$ cat config.mk
export PLATFORM = sky130hd
export DESIGN_NAME = mc_controller
export DESIGN_NICKNAME = d
export VERILOG_FILES = /design/src/rtl/mc_ctrl_pkg.sv /design/src/rtl/mc_controller_aludec.sv /design/src/rtl/mc_controller.sv
export SDC_FILE = /design/constraint.sdc
export NUM_CORES = 1
export LEC_CHECK = 0
export CORE_UTILIZATION = 40
export DETAILED_ROUTE_END_ITERATION = 10
export PLACE_DENSITY = 0.83
export SKIP_LAST_GASP = 1
export SLEW_MARGIN = 20
export SYNTH_ARGS = -nofsm -noshare
export SYNTH_HDL_FRONTEND = slang
export SYNTH_HIERARCHICAL = 1
export SYNTH_SLANG_ARGS = --single-unit
$ cat constraint.sdc
create_clock -name clk -period 3.1 [get_ports clk]
set_clock_uncertainty 0.05 [all_clocks]
set_input_delay 0.465 -clock clk [delete_from_list [all_inputs] [get_ports clk]]
set_output_delay 0.465 -clock clk [all_outputs]
set_load 0.02 [all_outputs]
$ cat src/rtl/mc_ctrl_pkg.sv
// Shared types and encodings for the multicycle MIPS control unit:
// state encoding, opcode/funct fields, aluop classes and ALU control codes.
package mc_ctrl_pkg;

    typedef enum logic [3:0] {
        FETCH   = 4'd0,
        DECODE  = 4'd1,
        MEMADR  = 4'd2,
        MEMRD   = 4'd3,
        MEMWB   = 4'd4,
        MEMWR   = 4'd5,
        EXECUTE = 4'd6,
        ALUWB   = 4'd7,
        BRANCH  = 4'd8,
        ADDIEX  = 4'd9,
        ADDIWB  = 4'd10,
        JUMP    = 4'd11
    } statetype;

    localparam logic [5:0] OP_LW    = 6'b100011;
    localparam logic [5:0] OP_SW    = 6'b101011;
    localparam logic [5:0] OP_RTYPE = 6'b000000;
    localparam logic [5:0] OP_BEQ   = 6'b000100;
    localparam logic [5:0] OP_BNE   = 6'b000101;
    localparam logic [5:0] OP_ADDI  = 6'b001000;
    localparam logic [5:0] OP_J     = 6'b000010;

    localparam logic [5:0] FUNCT_ADD = 6'b100000;
    localparam logic [5:0] FUNCT_SUB = 6'b100010;
    localparam logic [5:0] FUNCT_AND = 6'b100100;
    localparam logic [5:0] FUNCT_OR  = 6'b100101;
    localparam logic [5:0] FUNCT_SLT = 6'b101010;

    localparam logic [1:0] ALUOP_ADD   = 2'b00;
    localparam logic [1:0] ALUOP_SUB   = 2'b01;
    localparam logic [1:0] ALUOP_FUNCT = 2'b10;

    localparam logic [2:0] ALUCTL_ADD = 3'b010;
    localparam logic [2:0] ALUCTL_SUB = 3'b110;
    localparam logic [2:0] ALUCTL_AND = 3'b000;
    localparam logic [2:0] ALUCTL_OR  = 3'b001;
    localparam logic [2:0] ALUCTL_SLT = 3'b111;

endpackage

$ cat src/rtl/mc_controller_aludec.sv
// ALU decoder: maps the controller's aluop class and the instruction funct
// field onto the 3-bit operation code consumed by the ALU.
module aludec
    import mc_ctrl_pkg::*;
(
    input  logic [1:0] i_aluop,
    input  logic [5:0] i_funct,
    output logic [2:0] o_alucontrol
);

    always_comb begin
        o_alucontrol = ALUCTL_ADD;
        case (i_aluop)
            ALUOP_SUB: o_alucontrol = ALUCTL_SUB;
            ALUOP_FUNCT: begin
                // Unknown funct codes fall back to add so R-type writeback stays harmless
                case (i_funct)
                    FUNCT_ADD: o_alucontrol = ALUCTL_ADD;
                    FUNCT_SUB: o_alucontrol = ALUCTL_SUB;
                    FUNCT_AND: o_alucontrol = ALUCTL_AND;
                    FUNCT_OR:  o_alucontrol = ALUCTL_OR;
                    FUNCT_SLT: o_alucontrol = ALUCTL_SLT;
                    default:   o_alucontrol = ALUCTL_ADD;
                endcase
            end
            default: o_alucontrol = ALUCTL_ADD;
        endcase
    end

endmodule

$ cat src/rtl/mc_controller.sv
// Multicycle MIPS control unit: sequences fetch/decode/execute states and
// drives datapath selects, write strobes and the ALU operation code.
module mc_controller
    import mc_ctrl_pkg::*;
#(
    parameter logic [3:0] RESET_STATE = 4'd0
) (
    input  logic       clk,
    input  logic       reset_n,
    input  logic [5:0] op,
    input  logic [5:0] funct,
    input  logic       zero,
    output logic       iord,
    output logic       memwrite,
    output logic       irwrite,
    output logic       regwrite,
    output logic       regdst,
    output logic       memtoreg,
    output logic       alusrca,
    output logic [1:0] alusrcb,
    output logic [1:0] pcsrc,
    output logic       pcen,
    output logic [2:0] alucontrol,
    output logic [3:0] state
);

    statetype   r_state;
    statetype   w_next_state;
    statetype   w_dec_state;
    logic [1:0] w_aluop;
    logic       w_pcwrite;
    logic       w_branch;
    logic       w_irwrite;
    logic       w_memwrite;
    logic       w_regwrite;

    always_ff @(posedge clk) begin
        if (!reset_n) begin
            r_state <= statetype'(RESET_STATE);
        end else begin
            r_state <= w_next_state;
        end
    end

    always_comb begin
        w_next_state = FETCH;
        case (r_state)
            FETCH: w_next_state = DECODE;
            DECODE: begin
                case (op)
                    OP_LW, OP_SW:   w_next_state = MEMADR;
                    OP_RTYPE:       w_next_state = EXECUTE;
                    OP_BEQ, OP_BNE: w_next_state = BRANCH;
                    OP_ADDI:        w_next_state = ADDIEX;
                    OP_J:           w_next_state = JUMP;
                    default:        w_next_state = FETCH;
                endcase
            end
            MEMADR:  w_next_state = (op == OP_LW) ? MEMRD : MEMWR;
            MEMRD:   w_next_state = MEMWB;
            EXECUTE: w_next_state = ALUWB;
            ADDIEX:  w_next_state = ADDIWB;
            default: w_next_state = FETCH;
        endcase
    end

    // While reset is held, present FETCH-style selects regardless of the stored state
    assign w_dec_state = reset_n ? r_state : FETCH;

    always_comb begin
        iord       = 1'b0;
        w_memwrite = 1'b0;
        w_irwrite  = 1'b0;
        w_regwrite = 1'b0;
        regdst     = 1'b0;
        memtoreg   = 1'b0;
        alusrca    = 1'b0;
        alusrcb    = 2'b00;
        pcsrc      = 2'b00;
        w_pcwrite  = 1'b0;
        w_branch   = 1'b0;
        w_aluop    = ALUOP_ADD;
        case (w_dec_state)
            FETCH: begin
                alusrcb   = 2'b01;
                w_irwrite = 1'b1;
                w_pcwrite = 1'b1;
            end
            DECODE: alusrcb = 2'b11;
            MEMADR, ADDIEX: begin
                alusrca = 1'b1;
                alusrcb = 2'b10;
            end
            MEMRD: iord = 1'b1;
            MEMWB: begin
                memtoreg   = 1'b1;
                w_regwrite = 1'b1;
            end
            MEMWR: begin
                iord       = 1'b1;
                w_memwrite = 1'b1;
            end
            EXECUTE: begin
                alusrca = 1'b1;
                w_aluop = ALUOP_FUNCT;
            end
            ALUWB: begin
                regdst     = 1'b1;
                w_regwrite = 1'b1;
            end
            BRANCH: begin
                alusrca  = 1'b1;
                w_aluop  = ALUOP_SUB;
                pcsrc    = 2'b01;
                w_branch = 1'b1;
            end
            ADDIWB: w_regwrite = 1'b1;
            JUMP: begin
                pcsrc     = 2'b10;
                w_pcwrite = 1'b1;
            end
            default: ;
        endcase
    end

    // op[0] distinguishes bne from beq, flipping the sense of the zero flag
    assign memwrite = w_memwrite & reset_n;
    assign irwrite  = w_irwrite & reset_n;
    assign regwrite = w_regwrite & reset_n;
    assign pcen     = reset_n & (w_pcwrite | (w_branch & (zero ^ op[0])));
    assign state    = r_state;

    aludec u_aludec (
        .i_aluop      (w_aluop),
        .i_funct      (funct),
        .o_alucontrol (alucontrol)
    );

endmodule

Yosys cells after proc, flatten, opt, wreduce, memory -nomap -nowiden:

Cells that the tools add are included.

* bits in registers: 4
* input bits: 15
* output and inout port bits: 19
* logic and storage cells: 64

* muxes and demuxes: 18
* reductions and logical operators: 10
* bitwise gates (word level): 7
* eq/ne operators: 28

Operator list (number)
* equality test 6 bit (second input constant): 6
* one-hot mux 4 bit (6 select lines): 1
* equality test 4 x 3 -> 1 bit (second input constant): 5
* equality test 4 bit (second input constant): 5
* one-hot mux 4 bit (5 select lines): 1
* equality test 4 x 2 -> 1 bit (second input constant): 4
* equality test 6 x 3 -> 1 bit (second input constant): 2
* one-hot mux 3 bit (4 select lines): 1
* OR reduction 2 bit: 5
* two-way mux 1 bit: 9
* equality test 4 x 1 -> 1 bit (second input constant): 2
* zero test 4 bit: 2
* one-hot mux 2 bit (2 select lines): 2
* equality test 6 x 2 -> 1 bit (second input constant): 1
* equality test 6 x 4 -> 1 bit (second input constant): 1
* zero test 6 bit: 1
* one-hot mux 2 bit (3 select lines): 1
* one-hot mux 3 bit (2 select lines): 1
* AND 1 bit: 5
* two-way mux 4 bit: 1
* OR reduction 4 bit: 1
* two-way mux 3 bit: 1
* OR reduction 3 bit: 1
* equality test 2 x 1 -> 1 bit (second input constant): 1
* 3 further kinds: 3

Logic depth before layout (Yosys ltp):

* depth in word-level cells: 6
* gate-level depth with buffers: 7
* mapped depth without buffers: 7

Hierarchy:

Netlist, hierarchy kept.

Modules (own cells, without submodules)
* mc_controller: instances 1, seq. area each 80.1 um2, area each 480.5 um2, cells each 70
* aludec: instances 1, seq. area each 0.0 um2, area each 118.9 um2, cells each 15

Worst setup path after synthesis:

Ideal clock, no wire load.

* path kind: register to output
* from: register r_state[2], in the netlist state[2]
* to: output port alucontrol[2]
* required time: 2.585 ns
* arrival: 2.023 ns
* buffers on the path: 1
* stages on the path, launching flop included: 8
* path slack: 0.562 ns
* cell sequence: dfxtp_1 clkbuf_1 nand3b_1 nor3_1 inv_1 ha_1 nand4bb_1 o22ai_1

* longest elaborated chain between the ends: 5
* elaborated cells between the ends (all ways): 7
* those cells by class: eq/ne (4); mux (3)

RTL lines
* from (decl): line mc_controller.sv:27 `statetype r_state;`
* from (signal assigned): line mc_controller.sv:39 `r_state <= statetype'(RESET_STATE);`
* from (signal assigned): line mc_controller.sv:41 `r_state <= w_next_state;`
* two-way mux 4 bit (*): line mc_controller.sv:68 `assign w_dec_state = reset_n ? r_state : FETCH;`
* equality test 4 bit or equality test 4 x 3 -> 1 bit (tied branches): line mc_controller.sv:83 `case (w_dec_state)`
* one-hot mux 2 bit (2 select lines) (*): line mc_controller.sv:83
* via w_aluop[0]: line mc_controller.sv:30 `logic [1:0] w_aluop;`
* equality test 2 bit or equality test 2 x 1 -> 1 bit (tied branches): line mc_controller_aludec.sv:13 `case (i_aluop)`
* one-hot mux 3 bit (2 select lines) (*): line mc_controller_aludec.sv:13
* to (decl): line mc_controller.sv:23 `output logic [2:0] alucontrol,`

The timed path passes the listed nets; every way through them passes the cells marked *.

Worst setup path in the final report:

* from: input port reset_n
* to: output port alucontrol[0]

* longest elaborated chain between the ends: 5
* elaborated cells between the ends (all ways): 7
* those cells by class: eq/ne (4); mux (3)

RTL lines
* from (decl): line mc_controller.sv:9 `input logic reset_n,`
* two-way mux 4 bit (*): line mc_controller.sv:68
* equality test 4 bit or equality test 4 x 3 -> 1 bit (tied branches): line mc_controller.sv:83
* one-hot mux 2 bit (2 select lines) (*): line mc_controller.sv:83
* equality test 2 bit or equality test 2 x 1 -> 1 bit (tied branches): line mc_controller_aludec.sv:13
* one-hot mux 3 bit (2 select lines) (*): line mc_controller_aludec.sv:13

Every way passes the cells marked *; elsewhere a longest branch is shown, timed or not.

==> results.json <==
{
  "status": "finished, final reports clean",
  "synth_area_um2": 599,
  "crit_chain": "clkdlybuf4s50_1, nand3b_1, nor3_1, inv_1, ha_1, nand4bb_1, a21oi_1, dlygate4sd2_1",
  "drtIter0Drc": 12,
  "synthToLayoutAreaGrowth_pct": 67.4,
  "dieArea_um2": 1660,
  "grt_overflow": 0,
  "fin_crit_ns": 2.91,
  "place.gp.congestion": 0.792,
  "avgSynthCellArea_um2": 7.05,
  "async_flop_share_pct": 0,
  "largest_register_ffs": 4,
  "path_max_fanout": 4,
  "drc": 0,
  "relSlewSlack_pct": 73.9,
  "cts_inserted_buffers": 3,
  "clock_sinks": 4,
  "syn_nets": 102,
  "fp.dieH_um": 40.7,
  "max_freq_ghz": 0.343,
  "powerDensity_nw_per_um2": 195,
  "mostFrequentLayoutCell": "clkdlybuf4s50_1",
  "worst-slew-pin-transition_ns": 0.387,
  "synth_cells": 85,
  "grt_pass1_vias": 609,
  "hold_viol_final": 0,
  "tritoncts": "yes",
  "finalPower_mw": 0.196,
  "p_leak_nw": 0.364,
  "place_area_um2": 985,
  "cts_root_buf": "clkbuf_4",
  "peakVddDrop_uv": 170,
  "start_util_pct": 44.4,
  "crit_path_end_kind": "output port",
  "synth_top_flop_cell": "dfxtp_1",
  "core_um2": 1350,
  "synth_warnings": 6,
  "crit_family": "buffers and inverters",
  "antenna_found_initial": 0,
  "h-tree-depth": 1,
  "ys_ff_latch": 4,
  "dp_hpwl_mm": 1.44,
  "crit_type": "in -> out",
  "maxCapViolations": 0,
  "cts_hold_buf": 0,
  "synth_cell_types": 39,
  "ant_nets": 0,
  "synth-edff-count": 0,
  "finalSetupViolations": 0,
  "num_antenna_cells": 0,
  "synth_top_area_share_pct": 13.4,
  "row_count": 13,
  "setup_ws_ns": 0.188,
  "finalWirelength_mm": 1.73,
  "seq_area_frac_synth_pct": 13.4,
  "dp_slack_ns": -0.0976,
  "critPathMaxStageDelay_ns": 0.51,
  "layout_common_cells": "clkdlybuf4s50_1, nor2_1, buf_4, nor3_1",
  "fin_crit_sh_pct": 93.9,
  "synth.area.top_cells": "dfxtp_1, nor2_1, ha_1",
  "nets": 144,
  "worstPathRequired_ns": 2.58,
  "numPortBuffers": 33,
  "wl_met3_um": 90,
  "arrival_ns": 2.40,
  "cts_resized": 3,
  "routed-wl-met2_um": 904,
  "clk_path_buf_depth": 2,
  "drv_slew": 0,
  "via_per_inst": 5.51,
  "die_x_um": 40.7,
  "vias": 771,
  "drive_gt1_share_pct": 12.8,
  "track_usage_pct": 22.1,
  "top_layer": "met3",
  "cts_setup_buffers": 0,
  "wl_per_cell_um": 12.4,
  "wl_met1_um": 737,
  "dr.pass1.iters": 4,
  "grt_first_pass_wirelength_mm": 2.46,
  "min_path_type": "reg -> reg",
  "grt_max_degree": 16,
  "path_clk_slew_ns": 0.04,
  "slowest_stage": "clkdlybuf4s50_1",
  "worstSetupStartpointType": "primary input",
  "io_pins": 34,
  "yosys.area.top_type": "dfxtp_1",
  "fin_area_um2": 1000,
  "critPathBufInv": 3,
  "clk_latency_ns": 0.23,
  "rsz0062_at_grt": "no"
}
kinds of logic after synthesis:
group	synth area share [%]
buf+inv	7.10
fa+ha+maj	4.17
xor+xnor	4.38
compound gates	22.8
simple gates	46.6
flops	13.4
mux	1.67
synthesized netlist by cell type, drive strengths merged (2+ instances only):
cell and count:
nor2 15, nand2 4, a31oi 2, xnor2 2, nand3 2, o21ai 3
nand4bb 3, ha 2, a211oi 2, nor4b 2, buf 4, nor3 5
nor2b 4, nand2b 3, dfxtp 4, nor4 2, a21oi 5, or3b 2
nand3b 2, inv 3
worst paths after layout:
check,startpoint,end,slack (ns),cells past startpoint
setup / recovery,reset_n,alucontrol[0],0.19,8
hold reg to reg,state[3],state[0],0.72,2
setup reg to reg,state[1],state[2],1.60,5
hold / removal,state[3],state[0],0.72,2
metrics by stage:
stage          cells  setup TNS, ns  hold slack (ns)  util [%]
6_report         140              0            0.716      74.3
2_1_floorplan     85              0            0.615         -
3_3_place_gp     137        -0.0331            0.689      72.9
4_1_cts          140              0            0.706      74.3
3_5_place_dp     137         -0.231            0.697      72.9
5_1_grt          140              0            0.738      74.3
power breakdown:
group | switching (mW) | internal, mW
registers | 0.00326 | 0.0535
logic | 0.0354 | 0.0425
clock network | 0.0180 | 0.0431
total | 0.0567 | 0.139
worst reg2reg max path, stage by stage (launching register included):
cell	delay (ns)
dfxtp_1	0.45
buf_4	0.23
nand2b_1	0.22
a21oi_1	0.09
o21ai_1	0.26
a21oi_1	0.07
metal layers:
metal	vias up	GRT usage [%]
li1	398	-
met2	24	45.2
met4	0	0
met3	0	7.07
met5	-	0
met1	349	22.4
layout make-up:
class                   count  area, um^2
clock buffers               3        22.5
fillers                   118         347
inverters                   3        11.3
multi-input cells          73         477
flip-flops and latches      4        80.1
well taps                  15        18.8
repair buffers             42         394
(Power assumes the default switching activity.)
